[src/rtl/conv45_window_scheduler.sv]
// Raster read scheduler for a 5x5 convolution window: issues BRAM reads, tags window-valid
// pixels through a 1+CONV_LAT shift pipeline, and applies output backpressure. Optional: CONV45_FRAME_CNT_EN.
module conv45_window_scheduler #(
    parameter int IMG_WIDTH   = 516,
    parameter int IMG_HEIGHT  = 516,
    parameter int kernel_size = 5,
    parameter int ADDR_WIDTH  = 19,
    parameter int CONV_LAT    = 2
) (
    input  logic                  clk,
    input  logic                  rst,
    input  logic                  start,
    output logic                  busy,
    output logic                  done,
    output logic                  bram_en,
    output logic [ADDR_WIDTH-1:0] bram_addr,
    output logic                  pipe_ce,
    output logic                  out_valid,
    input  logic                  out_ready,
    output logic [15:0]           out_row,
    output logic [15:0]           out_col
`ifdef CONV45_FRAME_CNT_EN
    ,
    output logic [15:0]           frame_cnt
`endif
);

    localparam int          DEPTH    = 1 + CONV_LAT;
    localparam logic [15:0] COL_LAST = 16'(IMG_WIDTH - 1);
    localparam logic [15:0] ROW_LAST = 16'(IMG_HEIGHT - 1);
    localparam logic [15:0] WIN_MIN  = 16'(kernel_size - 1);

    typedef enum logic [1:0] {
        S_IDLE  = 2'd0,
        S_RUN   = 2'd1,
        S_DRAIN = 2'd2,
        S_DONE  = 2'd3
    } state_t;

    state_t                  state_q, state_d;
    logic [15:0]             row_q, row_d, col_q, col_d;
    logic [ADDR_WIDTH-1:0]   addr_q, addr_d;
    logic [DEPTH-1:0]        vld_q, vld_d;
    logic [15:0]             prow_q [DEPTH];
    logic [15:0]             prow_d [DEPTH];
    logic [15:0]             pcol_q [DEPTH];
    logic [15:0]             pcol_d [DEPTH];
    logic                    stall, adv, issue;
    logic [DEPTH-1:0]        vld_upstream;

    always_comb begin
        state_d      = state_q;
        row_d        = row_q;
        col_d        = col_q;
        addr_d       = addr_q;
        vld_d        = vld_q;
        prow_d       = prow_q;
        pcol_d       = pcol_q;
        issue        = 1'b0;
        stall        = vld_q[DEPTH-1] & ~out_ready;
        adv          = ((state_q == S_RUN) || (state_q == S_DRAIN)) && !stall;
        vld_upstream = vld_q;
        vld_upstream[DEPTH-1] = 1'b0;

        case (state_q)
            S_IDLE: begin
                if (start) begin
                    state_d = S_RUN;
                    row_d   = '0;
                    col_d   = '0;
                    addr_d  = '0;
                end
            end
            S_RUN: begin
                if (adv) begin
                    issue = 1'b1;
                    if (col_q == COL_LAST) begin
                        col_d = '0;
                        if (row_q == ROW_LAST) begin
                            state_d = S_DRAIN;
                        end else begin
                            row_d  = row_q + 16'd1;
                            addr_d = addr_q + 1'b1;
                        end
                    end else begin
                        col_d  = col_q + 16'd1;
                        addr_d = addr_q + 1'b1;
                    end
                end
            end
            S_DRAIN: begin
                // Leave once the shift about to happen empties every valid tag
                if (adv && (vld_upstream == '0)) state_d = S_DONE;
            end
            default: state_d = S_IDLE;
        endcase

        if (adv) begin
            vld_d[0]  = issue && (row_q >= WIN_MIN) && (col_q >= WIN_MIN);
            prow_d[0] = row_q;
            pcol_d[0] = col_q;
            for (int i = 1; i < DEPTH; i++) begin
                vld_d[i]  = vld_q[i-1];
                prow_d[i] = prow_q[i-1];
                pcol_d[i] = pcol_q[i-1];
            end
        end
    end

    always_ff @(posedge clk) begin
        if (rst) begin
            state_q <= S_IDLE;
            row_q   <= '0;
            col_q   <= '0;
            addr_q  <= '0;
            vld_q   <= '0;
            for (int i = 0; i < DEPTH; i++) begin
                prow_q[i] <= '0;
                pcol_q[i] <= '0;
            end
        end else begin
            state_q <= state_d;
            row_q   <= row_d;
            col_q   <= col_d;
            addr_q  <= addr_d;
            vld_q   <= vld_d;
            prow_q  <= prow_d;
            pcol_q  <= pcol_d;
        end
    end

    assign busy      = (state_q == S_RUN) || (state_q == S_DRAIN);
    assign done      = (state_q == S_DONE);
    assign bram_en   = issue;
    assign bram_addr = addr_q;
    assign pipe_ce   = adv;
    assign out_valid = vld_q[DEPTH-1];
    assign out_row   = prow_q[DEPTH-1];
    assign out_col   = pcol_q[DEPTH-1];

`ifdef CONV45_FRAME_CNT_EN
    logic [15:0] frame_cnt_q, frame_cnt_d;

    always_comb begin
        frame_cnt_d = frame_cnt_q;
        if (done && (frame_cnt_q != 16'hFFFF)) frame_cnt_d = frame_cnt_q + 16'd1;
    end

    always_ff @(posedge clk) begin
        if (rst) frame_cnt_q <= '0;
        else     frame_cnt_q <= frame_cnt_d;
    end

    assign frame_cnt = frame_cnt_q;
`endif

endmodule

[config.mk]
export PLATFORM = sky130hd
export DESIGN_NAME = conv45_window_scheduler
export DESIGN_NICKNAME = d
export VERILOG_FILES = /design/src/rtl/conv45_window_scheduler.sv
export SDC_FILE = /design/constraint.sdc
export NUM_CORES = 1
export LEC_CHECK = 0
export ABC_CLOCK_PERIOD_IN_PS = 6420
export CAP_MARGIN = 0
export CORE_MARGIN = 10
export CORE_UTILIZATION = 55
export CTS_BUF_LIST = sky130_fd_sc_hd__clkbuf_16
export CTS_CLUSTER_DIAMETER = 30
export CTS_CLUSTER_SIZE = 30
export DETAILED_ROUTE_END_ITERATION = 10
export PLACE_DENSITY = 0.75
export SLEW_MARGIN = 20
export SYNTH_ARGS = -nofsm -noshare
export SYNTH_HDL_FRONTEND = slang
export SYNTH_SLANG_ARGS = --single-unit
[constraint.sdc]
create_clock -name clk -period 6.42 [get_ports clk]
set_input_delay 0.963 -clock clk [delete_from_list [all_inputs] [get_ports clk]]
set_output_delay 0.963 -clock clk [all_outputs]
set_load 0.05 [all_outputs]
## Yosys cells after proc, flatten, opt, wreduce, memory -nomap -nowiden

Cells that the tools add are included.

| word-level totals | value |
|---|---|
| bits of input ports | 4 |
| output and inout bits | 56 |
| flip-flop bits (word level) | 152 |

| cells by class | value |
|---|---|
| multiplexer cells | 21 |
| bitwise gates (word level) | 2 |
| reduce and logical (&&, ||, !) cells | 13 |
| equality and inequality tests | 12 |
| add/sub/neg operators | 3 |
| $lt $le $gt $ge | 2 |

Operator list:

| cell | number |
|---|---|
| two-way mux 16 bit | 6 |
| two-way mux 19 bit | 4 |
| case mux 16 bit (2 select lines) | 2 |
| case mux 19 bit (2 select lines) | 1 |
| adder 16 x 1 -> 16 bit, second input constant | 2 |
| equality test 16 x 10 -> 1 bit, second input constant | 2 |
| greater-or-equal comparator 16 x 3 -> 1 bit, second input constant | 2 |
| adder 19 x 1 -> 19 bit, second input constant | 1 |
| two-way mux 2 bit | 5 |
| AND reduction 5 bit | 2 |
| != test 2 x 1 -> 1 bit, second input constant | 3 |
| != test 2 bit, second input constant | 3 |
| case mux 2 bit (3 select lines) | 1 |
| equality test 2 bit, second input constant | 2 |
| logical AND 1 bit | 4 |
| zero test 2 bit | 2 |
| AND reduction 4 bit | 1 |
| != test 3 bit, second input constant | 1 |
| AND reduction 3 bit | 1 |
| equality test 2 x 1 -> 1 bit, second input constant | 1 |
| two-way mux 1 bit | 2 |
| nonzero test 2 bit | 1 |
| AND 1 bit | 1 |
| zero test 1 bit | 1 |
| 2 further kinds | 2 |

## Depth between registers and ports, before layout

Gate-level depths: netlist of the first run.

| depth | value |
|---|---|
| word-level depth | 8 |
| depth in mapped cells | 10 |
| gate-level depth less buffers | 7 |

## Least setup slack after synthesis of the first run

No wires, ideal clock.

| timing | value |
|---|---|
| path type | register to output |
| start | register state_q[0] |
| end | output port bram_en |
| data arrival time | 2.313 ns |
| setup slack | 3.144 ns |
| path buffers | 2 |
| stages on the path, launching flop included | 7 |
| cell sequence | dfxtp_1 -> inv_1 -> ha_1 -> buf_2 -> nand2_1 -> clkbuf_1 -> nor2_1 |

| on the way | value |
|---|---|
| longest elaborated chain between the ends | 5 |

Ends and longest elaborated chain:

| what | line | source |
|---|---|---|
| start, declared | 40 | `state_t state_q, state_d;` |
| start signal, assigned | 122 | `state_q <= state_d;` |
| equality test 2 x 1 -> 1 bit / equality test 2 bit (equally long branches) | n/a |  |
| logical OR 1 bit (*) | n/a |  |
| via busy | 13 | `output logic busy,` |
| logical AND 1 bit (*) | 61 | `adv = ((state_q == S_RUN) \|\| (state_q == S_DRAIN)) && !stall;` |
| two-way mux 1 bit (*) | 75 | `if (adv) begin` |
| two-way mux 1 bit (*) | 65 | `case (state_q)` |
| end, declared | 15 | `output logic bram_en,` |

The timed path passes the listed nets; every way through them passes the cells marked *.

## Worst setup path after layout of the first run

| timing | value |
|---|---|
| start | input port out_ready |
| end | output port pipe_ce |

| on the way | value |
|---|---|
| longest elaborated chain between the ends | 4 |

Ends and longest elaborated chain:

| what | line | source |
|---|---|---|
| start, declared | 19 | `input logic out_ready,` |
| inverter 1 bit | 60 | `stall = vld_q[DEPTH-1] & ~out_ready;` |
| AND 1 bit | 60 |  |
| zero test 1 bit | 61 |  |
| logical AND 1 bit | 61 |  |
| end, declared | 17 | `output logic pipe_ce,` |

Every way passes these cells.

==> results of run 1 <==
power by group through the flow:
| stage | Clock [mW] | Combinational, mW | Sequential (mW) |
|---|---|---|---|
| after detailed placement | 0 | 0.612 | 0.992 |
| after global placement | 0 | 0.600 | 0.990 |
| after CTS | 0.973 | 0.616 | 0.971 |
| after global routing | 1.02 | 0.697 | 0.973 |
| after floorplan | 0 | 0.496 | 0.993 |
| final | 0.963 | 0.626 | 0.972 |
flip-flops by register name, summed over array words and instances, names as in the netlist:
name,count
pcol_q,32
prow_q,32
bram_addr,19
col_q,16
out_col,16
out_row,16
row_q,16
vld_q,3
state_q,2
synthesized netlist by cell type, drive strengths merged, types with 9 or more instances:
master | n | share of area [%]
inv | 16 | 0.91
o31ai | 15 | 1.8
nor2 | 24 | 1.4
clkbuf | 37 | 2.1
xnor2 | 11 | 1.5
nand3 | 25 | 1.9
nand4 | 19 | 2.1
nor4 | 13 | 1.6
dfxtp | 152 | 46
nand2 | 224 | 13
and3 | 9 | 0.85
ha | 9 | 1.7
or3 | 9 | 0.85
a21oi | 128 | 9.7
o21ai | 14 | 1.1
or4 | 20 | 2.3
buf | 48 | 4.8
area by class of cell:
type,count,area share (%)
Multi-Input combinational cell,579,40.9
Sequential cell,152,40.3
Timing Repair Buffer,61,8.04
Clock buffer,17,5.64
Tap cell,147,2.44
Clock inverter,13,1.87
Inverter,16,0.796
path summary, 6_finish.rpt:
kind | from | to | slack [ns]
hold / removal | prow_q[18] | out_row[2] | 0.45
setup / recovery | out_ready | pipe_ce | 2.16
hold reg to reg | prow_q[18] | out_row[2] | 0.45
setup reg to reg | state_q[1] | row_q[13] | 3.18
critical path: cells and delay by family:
family                 cells  cell delay (ns)
and+or+nand+nor            2             0.36
buffers and inverters      4             1.95
through the flow:
step / setup slack [ns] / utilization [%]
2_1_floorplan: 3.14 / -
3_3_place_gp: 2.21 / 58.5
3_5_place_dp: 2.18 / 58.5
4_1_cts: 2.17 / 63.3
5_1_grt: 1.97 / 63.3
6_report: 2.16 / 63.3
per-layer routing:
metal / global-route usage (%) / part of all wire [%] / up-vias
met2: 26.7 / 45 / 227
met5: 0 / 0 / -
met4: 7.61 / 2.2 / 0
li1: - / - / 2830
met3: 6.17 / 8.3 / 36
met1: 22.4 / 44 / 2663
cell families (layout without fill, tap and decap cells):
group | after synthesis | count (layout) | synth area share (%)
AO/OA/AOI/OAI | 178 | 178 | 15.1
XOR/XNOR | 14 | 14 | 1.85
adder cells (fa/ha/maj) | 9 | 9 | 1.70
buffers and inverters | 101 | 107 | 7.79
flip-flops | 152 | 152 | 45.9
multiplexers | 6 | 6 | 0.905
AND/OR/NAND/NOR | 372 | 372 | 26.8
==> summary.md, run 1 <==
| Metric | Value |
|---|---|
| Yosys warns | 0 |
| Crit start category | primary input |
| Status | finished, final reports clean |
| Crit end category | output pin |
| Non-filler cells, final | 985 |
| Largest net degree at the start of global routing | 118 |
| Switching pwr | 0.902 mW |
| Tcrit/Tclk final | 66.4% |
| Synth Net Count | 845 |
| GRT Overall Usage | 17.7% |
| Combinational Power Share | 24.4% |
| Worst path cell trace | clkdlybuf4s50_1 -> nand2b_1 -> nand2_2 -> buf_4 -> inv_2 -> clkdlybuf4s50_1 |
| Post-Syn Area | 0.00664 mm² |
| Number of flops mapped to enable cells by yosys | 0 |
| Rows | 40 |
| WS Path Type | primary input to output pin |
| Tot Pwr | 2.56 mW |
| Critical-path top delay cell | clkdlybuf4s50_1 |
| Slew at the pin closest to its max-slew limit | 0.985 ns |
| R2R depth | 6 |
| Max clock buf depth | 2 |
| Sw Share | 35.2% |
| Horizontal die dimension | 130 µm |
| Hold_ws | 0.452 ns |
| Clock Sink Count | 152 |
| Final hold vios | 0 |
| Post-detail-place hpwl | 9360 µm |
| N_diodes | 0 |
| Leakage power | 2.37 nW |
| Die span in y | 130 µm |
| RSZ-0062 raised after global routing | false |
| CTS Hold Bufs | 0 |
| Cts bufs inserted | 17 |
| Vias | 5756 |
| First-pass GRT wire length | 24900 µm |
| IO buf count | 59 |
| Clock Power Share | 37.6% |
| Syn Inst Count | 832 |
| Arrival time at the worst endpoint | 3.30 ns |
| CTS tree | yes |
| Initial Util | 55.7% |
| MaxCap Viol Count | 0 |
| Average size of a mapped cell | 7.97 µm² |
| Worst relative slew slack | 34.2% |
| Total negative slack | 0 ns |
| Cell Area, Placed | 0.00697 mm² |
| Cell-internal power | 1.66 mW |
| CP required | 5.46 ns |
| Final setup viols | 0 |
| VDD IR max | 0.000277 V |
| Drt initial violations | 581 |
| Worst Skew | 0.00574 ns |
| Count of different cell masters after synthesis | 54 |
| Post-route cell area | 0.00754 mm² |
| Clock transition at path regs | 0.06 ns |
| GR Overflow Total | 0 |
| Largest stage delay, worst path | 0.73 ns |
| Multi-input logic area | 0.00308 mm² |
| DP Cell Count | 955 |
| Via density | 5.84 |
| Vias in the first global route | 5349 |
| Routed WL per cell | 15.0 µm |
| Hold Crit Class | flop to flop |
| Share of layout cells above drive strength 1 | 6.21% |
| DR pass1 iterations | 5 |
| Post-Route WL | 14800 µm |
| CP most frequent cell | clkdlybuf4s50_1 |
| Commonest non-fill, non-tap cell in the layout | nand2_1 |
| DRC | 0 |
| Die Area | 0.0169 mm² |
| Top Ports | 60 |
| Initial antenna violation count | 0 |
| Register area | 0.00304 mm² |
| Max Slew Vio Count | 0 |
| Most frequent cells in the layout | nand2_1 (222), dfxtp_1 (152), a21oi_1 (127) |
| Prevailing post-synth register cell | dfxtp_1 |
| Core box area | 0.0119 mm² |
| Area grow syn2layout | 13.7% |
| Clock Latency Late Sink | 0.43 ns |
| H-tree lvl count | 4 |
| Hold Crit Depth | 2 |
| Final net count | 840 |
| Register bit count reported by yosys | 152 |
| Reg power frac | 38.0% |
| Crit path time final | 4.26 ns |
| Asr flop ratio synth | 0% |
| Resize count post-CTS | 0 |
| Power Density | 339 mW/mm² |
| CTS root buffer | clkbuf_16 |
| Sequential fraction of the synthesis area | 45.9% |
| Antenna Nets Post-Route | 0 |
| Post-CTS setup buffer count | 0 |
| FMAX | 235 MHz |
| Fillers | 1019 |
| Crit path max fanout | 99 |
| GPL Wtd Cong | 0.899 |
(Power assumes the default switching activity.)
==> run 2, diff against run 1 <==
--- a/config.mk
+++ b/config.mk
@@ -5,15 +5,15 @@
 export SDC_FILE = /design/constraint.sdc
 export NUM_CORES = 1
 export LEC_CHECK = 0
-export ABC_CLOCK_PERIOD_IN_PS = 6420
+export ABC_CLOCK_PERIOD_IN_PS = 3600
 export CAP_MARGIN = 0
 export CORE_MARGIN = 10
-export CORE_UTILIZATION = 55
+export CORE_UTILIZATION = 52
 export CTS_BUF_LIST = sky130_fd_sc_hd__clkbuf_16
 export CTS_CLUSTER_DIAMETER = 30
 export CTS_CLUSTER_SIZE = 30
 export DETAILED_ROUTE_END_ITERATION = 10
-export PLACE_DENSITY = 0.75
+export PLACE_DENSITY = 0.74
 export SLEW_MARGIN = 20
 export SYNTH_ARGS = -nofsm -noshare
 export SYNTH_HDL_FRONTEND = slang
==> constraint.sdc (replaced) <==
create_clock -name clk -period 3.6 [get_ports clk]
set_input_delay 0.54 -clock clk [delete_from_list [all_inputs] [get_ports clk]]
set_output_delay 0.54 -clock clk [all_outputs]
set_load 0.05 [all_outputs]
==> summary.md, run 2 (synthesis gave the netlist of run 1 again) <==
| Metric | Value |
|---|---|
| Top Ports | 60 (unchanged) |
| Clock Sink Count | 152 (unchanged) |
| DR pass1 iterations | 5 (unchanged) |
| Family with the most delay on the worst path | buffers and inverters |
| Worst relative slew slack | 30.5% (-3.7 points) |
| FF-to-FF setup slack | 0.83 ns (-2.35 ns) |
| Clock Latency Late Sink | 0.43 ns (about the same) |
| Share of layout cells above drive strength 1 | 6.77% (+0.56 points) |
| Die Area | 0.0177 mm² (+4.9%) |
| Rows | 41 (+2.5%) |
| Final setup viols | 0 (unchanged) |
| DRC | 0 (unchanged) |
| GRT Overall Usage | 17.4% (-0.32 points) |
| Final hold vios | 0 (unchanged) |
| H-tree lvl count | 4 (unchanged) |
| Arrival time at the worst endpoint | 2.49 ns (-0.81 ns) |
| Critical-path top delay cell | ha_1 |
| Initial Util | 52.8% (-2.9 points) |
| Fillers | 1124 (+10%) |
| Slew at the pin closest to its max-slew limit | 1.04 ns (+0.0551 ns) |
| Post-CTS setup buffer count | 0 (unchanged) |
| Post-detail-place hpwl | 9900 µm (+5.7%) |
| Die span in y | 133 µm (+2.4%) |
| Commonest non-fill, non-tap cell in the layout | nand2_1 |
| Hold Crit Class | flop to flop |
| WS Path Type | flop to output pin |
| Crit start category | flop |
| Max Slew Vio Count | 0 (unchanged) |
| Final net count | 844 (+0.48%) |
| Status | finished, final reports clean |
| Max clock buf depth | 2 (unchanged) |
| Drt initial violations | 487 (-16%) |
| Buf/Inv on CP | 3 (-1) |
| CTS root buffer | clkbuf_16 |
| CTS tree | yes |
| Largest stage delay, worst path | 0.59 ns (-0.14 ns) |
| Resize count post-CTS | 0 (unchanged) |
| Clock transition at path regs | 0.06 ns (about the same) |
| Crit path depth | 5 (-1) |
| Horizontal die dimension | 133 µm (+2.4%) |
| GR Overflow Total | 0 (unchanged) |
| Area grow syn2layout | 15.2% |
| IO buf count | 59 (unchanged) |
| Vias in the first global route | 5324 (-0.47%) |
| Post-Route WL | 15300 µm (+3.4%) |
| Vias | 5698 (-1.0%) |
| Most frequent cells in the layout | nand2_1 (222), dfxtp_1 (152), a21oi_1 (127) |
| R2R depth | 6 (unchanged) |
| Dpl ws | 0.568 ns (-1.61 ns) |
| Initial antenna violation count | 0 (unchanged) |
| Crit path time final | 3.03 ns |
| Leakage power | 2.40 nW (+1.2%) |
| VDD IR max | 0.000456 V (+64%) |
| FMAX | 330 MHz |
| Crit path max fanout | 17 (-83%) |
| Power Density | 614 mW/mm² (+81%) |
| Hold Crit Depth | 2 (unchanged) |
| Largest net degree at the start of global routing | 86 (-27%) |
| RSZ-0062 raised after global routing | false |
| Core box area | 0.0126 mm² (+5.5%) |
| Total negative slack | 0 ns (unchanged) |
| Routed WL per cell | 15.0 µm (+0.42%) |
| Final Worst Setup Slack | 0.572 ns (-1.59 ns) |
| CP most frequent cell | inv_1 |
| First-pass GRT wire length | 25900 µm (+4.0%) |
| Worst path cell trace | inv_1 -> ha_1 -> inv_1 -> nor2_1 -> buf_12 |
| MaxCap Viol Count | 0 (unchanged) |
| Crit end category | output pin |
| Antenna Nets Post-Route | 0 (unchanged) |
| CP required | 3.06 ns (-2.40 ns) |
| GPL Wtd Cong | 0.865 (-3.7%) |
| CTS Hold Bufs | 0 (unchanged) |
| Cts bufs inserted | 17 (unchanged) |
| Tcrit/Tclk final | 84.1% |
| Worst Skew | 0.0127 ns (+0.00698 ns) |
| Via density | 5.62 (-3.8%) |
| N_diodes | 0 (unchanged) |
## run 2: cell count changes in the layout (fill, tap and decap cells not counted), sizes merged
cell / before / now
bufinv: 3 / 4
clkdlybuf4s50: 58 / 56
buf: 3 / 9
clkinvlp: 1 / 2
inv: 19 / 18
clkinv: 6 / 5
## run 2: area by class of cell
cell class              count  area (µm²)  share of cell area, %
multi-input cells         579        3080                   40.3
clock inverters            13         164                   2.14
clock buffers              17         425                   5.56
well taps                 172         215                   2.82
flip-flops and latches    152        3040                   39.8
inverters                  16        60.1                  0.786
repair buffers             65         653                   8.54
## run 2: metrics by stage
stage | area (µm²) | util, % | hold slack [ns] | total power, mW | cells
3_5_place_dp | 7050 | 56.1 | 0.445 | 2.92 | 984
4_1_cts | 7640 | 60.8 | 0.454 | 4.71 | 1014
3_3_place_gp | 7050 | 56.1 | 0.439 | 2.89 | 984
5_1_grt | 7640 | 60.8 | 0.467 | 4.92 | 1014
2_1_floorplan | 6640 | - | 0.432 | 2.66 | 832
6_report | 7640 | 60.8 | 0.451 | 4.70 | 1014
## run 2: worst register-to-register path, delay by kind of cell, from the launching register on
| family | cells | cell delay [ns] |
|---|---|---|
| simple gates | 2 | 1.10 |
| fa+ha+maj | 1 | 0.59 |
| compound gates | 2 | 0.58 |
| flops | 1 | 0.34 |
| buf+inv | 1 | 0.09 |
## run 2: report_power, final
part / total [mW] / leakage, nW / switching (mW) / internal (mW)
Sequential: 1.73 / 1.22 / 0.0285 / 1.71
Combinational: 1.16 / 0.889 / 0.933 / 0.232
Clock: 1.80 / 0.289 / 0.665 / 1.13
## run 2: metal layers
metal | up-vias | routed length [µm] | part of all wire, % | GRT usage, %
met5 | - | 0 | 0 | 0
met4 | 0 | 238 | 1.6 | 7.15
met2 | 179 | 6850 | 45 | 25.5
met1 | 2656 | 7030 | 46 | 22.5
li1 | 2843 | - | - | -
met3 | 20 | 1130 | 7.4 | 6.32
## run 2: final timing paths
kind                     from           end
hold reg to reg   out_col[11]   out_col[11]
setup reg to reg   state_q[1]  bram_addr[2]
setup / recovery   state_q[1]       bram_en
hold / removal    out_col[11]   out_col[11]
==> run 3, diff against run 2 <==
--- a/config.mk
+++ b/config.mk
@@ -5,7 +5,7 @@
 export SDC_FILE = /design/constraint.sdc
 export NUM_CORES = 1
 export LEC_CHECK = 0
-export ABC_CLOCK_PERIOD_IN_PS = 3600
+export ABC_CLOCK_PERIOD_IN_PS = 2700
 export CAP_MARGIN = 0
 export CORE_MARGIN = 10
 export CORE_UTILIZATION = 52
==> constraint.sdc (replaced) <==
create_clock -name clk -period 2.7 [get_ports clk]
set_input_delay 0.405 -clock clk [delete_from_list [all_inputs] [get_ports clk]]
set_output_delay 0.405 -clock clk [all_outputs]
set_load 0.05 [all_outputs]
==> summary.md, run 3 (synthesis gave the netlist of run 1 again) <==
| Metric | Value |
|---|---|
| Tot Pwr | 6.46 mW (+37%) |
| Initial antenna violation count | 0 (unchanged) |
| DRC | 0 (unchanged) |
| Global-route met2 utilization | 26.1% (+0.61 points) |
| Non-filler cells, final | 1032 (+1.8%) |
| Arrival time at the worst endpoint | 2.09 ns (-0.40 ns) |
| Clock transition at path regs | 0.06 ns (about the same) |
| Initial Util | 52.8% (unchanged) |
| Final hold vios | 0 (unchanged) |
| Post-Route WL | 15000 µm (-1.6%) |
| Share of layout cells above drive strength 1 | 9.19% (+2.4 points) |
| Rows | 41 (unchanged) |
| Clock Latency Late Sink | 0.43 ns (about the same) |
| Most frequent cells in the layout | nand2_1 (222), dfxtp_1 (152), a21oi_1 (127) |
| Hold_ws | 0.400 ns (-0.0511 ns) |
| CTS root buffer | clkbuf_16 |
| Area grow syn2layout | 17.8% |
| Grt peak-use layer | met2 |
| Max clock buf depth | 2 (unchanged) |
| IO buf count | 59 (unchanged) |
| First-pass GRT wire length | 25800 µm (-0.40%) |
| DR pass1 iterations | 4 (-1) |
| Final core occ | 62.2% (+1.4 points) |
| Vias | 5698 (unchanged) |
| GPL Wtd Cong | 0.895 (+3.4%) |
| Worst relative slew slack | 55.9% (+25 points) |
| FMAX | 401 MHz |
| Final net count | 861 (+2.0%) |
| Core box area | 0.0126 mm² (unchanged) |
| Post-detail-place hpwl | 10100 µm (+2.1%) |
| CTS tree | yes |
| Via density | 5.52 (-1.7%) |
| VDD IR max | 0.000698 V (+53%) |
| Antenna Nets Post-Route | 0 (unchanged) |
| GRT Overall Usage | 17.2% (-0.18 points) |
| Slew at the pin closest to its max-slew limit | 0.652 ns (-0.388 ns) |
| Largest net degree at the start of global routing | 54 (-37%) |
| Crit end category | output pin |
| RSZ-0062 raised after global routing | false |
| Total negative slack | 0 ns (unchanged) |
| Clock Sink Count | 152 (unchanged) |
| Status | finished, final reports clean |
| Commonest non-fill, non-tap cell in the layout | nand2_1 |
| H-tree lvl count | 4 (unchanged) |
| Drt initial violations | 411 (-16%) |
| MaxCap Viol Count | 0 (unchanged) |
| Leakage power | 2.51 nW (+4.6%) |
| N_diodes | 0 (unchanged) |
| Worst Skew | 0.0105 ns (-0.00223 ns) |
| Crit start category | flop |
| Crit path time final | 2.50 ns |
| Horizontal die dimension | 133 µm (unchanged) |
| Power Density | 826 mW/mm² (+34%) |
| Hold Crit Class | primary input to flop |
| CP required | 2.30 ns (-0.76 ns) |
| DP Cell Count | 999 (+1.5%) |
| Max Slew Vio Count | 0 (unchanged) |
| Die Area | 0.0177 mm² (unchanged) |
| CTS Hold Bufs | 0 (unchanged) |
| Vias in the first global route | 5314 (-0.19%) |
| GR Overflow Total | 0 (unchanged) |
| Final setup viols | 0 (unchanged) |
| Die span in y | 133 µm (unchanged) |
| WS Path Type | flop to output pin |
| Met1 Usage GRT | 22.0% (-0.52 points) |
| Top Ports | 60 (unchanged) |
| Tcrit/Tclk final | 92.5% |
| Routed WL per cell | 14.6 µm (-3.3%) |
| Crit path max fanout | 21 (+4) |
| Cts bufs inserted | 17 (unchanged) |
| Met3 usage | 6.32% (unchanged) |
==> run 3: changes by cell type in the layout (fill, tap and decap cells not counted), moves of 2 or more <==
cell / delta
buf_4: +15
clkinv_1: -2
buf_12: +2
inv_1: -2
clkinv_2: +3
==> run 3: layer usage <==
metal	vias up	routed length, µm
met2	152	6810
met5	-	0
met3	15	1060
li1	2876	-
met1	2655	6960
met4	0	184
==> run 3: path summary, 6_finish.rpt <==
path	slack [ns]	startpoint	depth (start not counted)	endpoint
max	0.20	state_q[0]	5	pipe_ce
min	0.40	rst	2	vld_q[2]
max reg2reg	0.23	col_q[1]	7	row_q[11]
min reg2reg	0.45	pcol_q[29]	2	out_col[13]
==> run 3: area by class of cell <==
cell class / instances / area [µm²]
clock buffers: 17 / 425
clock inverters: 14 / 181
fillers: 1128 / 4750
inverters: 16 / 62.6
multi-input cells: 579 / 3080
flip-flops and latches: 152 / 3040
well taps: 172 / 215
repair buffers: 82 / 808
==> run 3: stage by stage <==
| stage | area [µm²] | setup slack [ns] |
|---|---|---|
| floorplan | 6640 | 0.140 |
| global placement | 7190 | 0.198 |
| detailed placement | 7190 | 0.107 |
| CTS | 7800 | 0.0673 |
| global route | 7820 | 0.0566 |
| finish | 7820 | 0.203 |
==> run 3: worst max-delay path, cell delays in order (launching register included) <==
cell,delay (ns)
dfxtp_1,0.39
inv_1,0.09
ha_1,0.45
nand2_2,0.26
inv_4,0.30
buf_12,0.18
==> run 3: power by group <==
group	leakage (nW)	switching, mW	internal (mW)	total (mW)
sequential	1.22	0.0279	2.27	2.30
combinational	0.993	1.28	0.444	1.72
clock	0.296	0.906	1.53	2.44
total	2.51	2.21	4.25	6.46
==> run 3: repair_timing <==
action | 4_1_cts | 5_1_grt
resized for setup | 0 | 3
setup buffers | 0 | 2
setup endpoints to repair | 0 | 3
endpoints found under the hold margin | 0 | 0
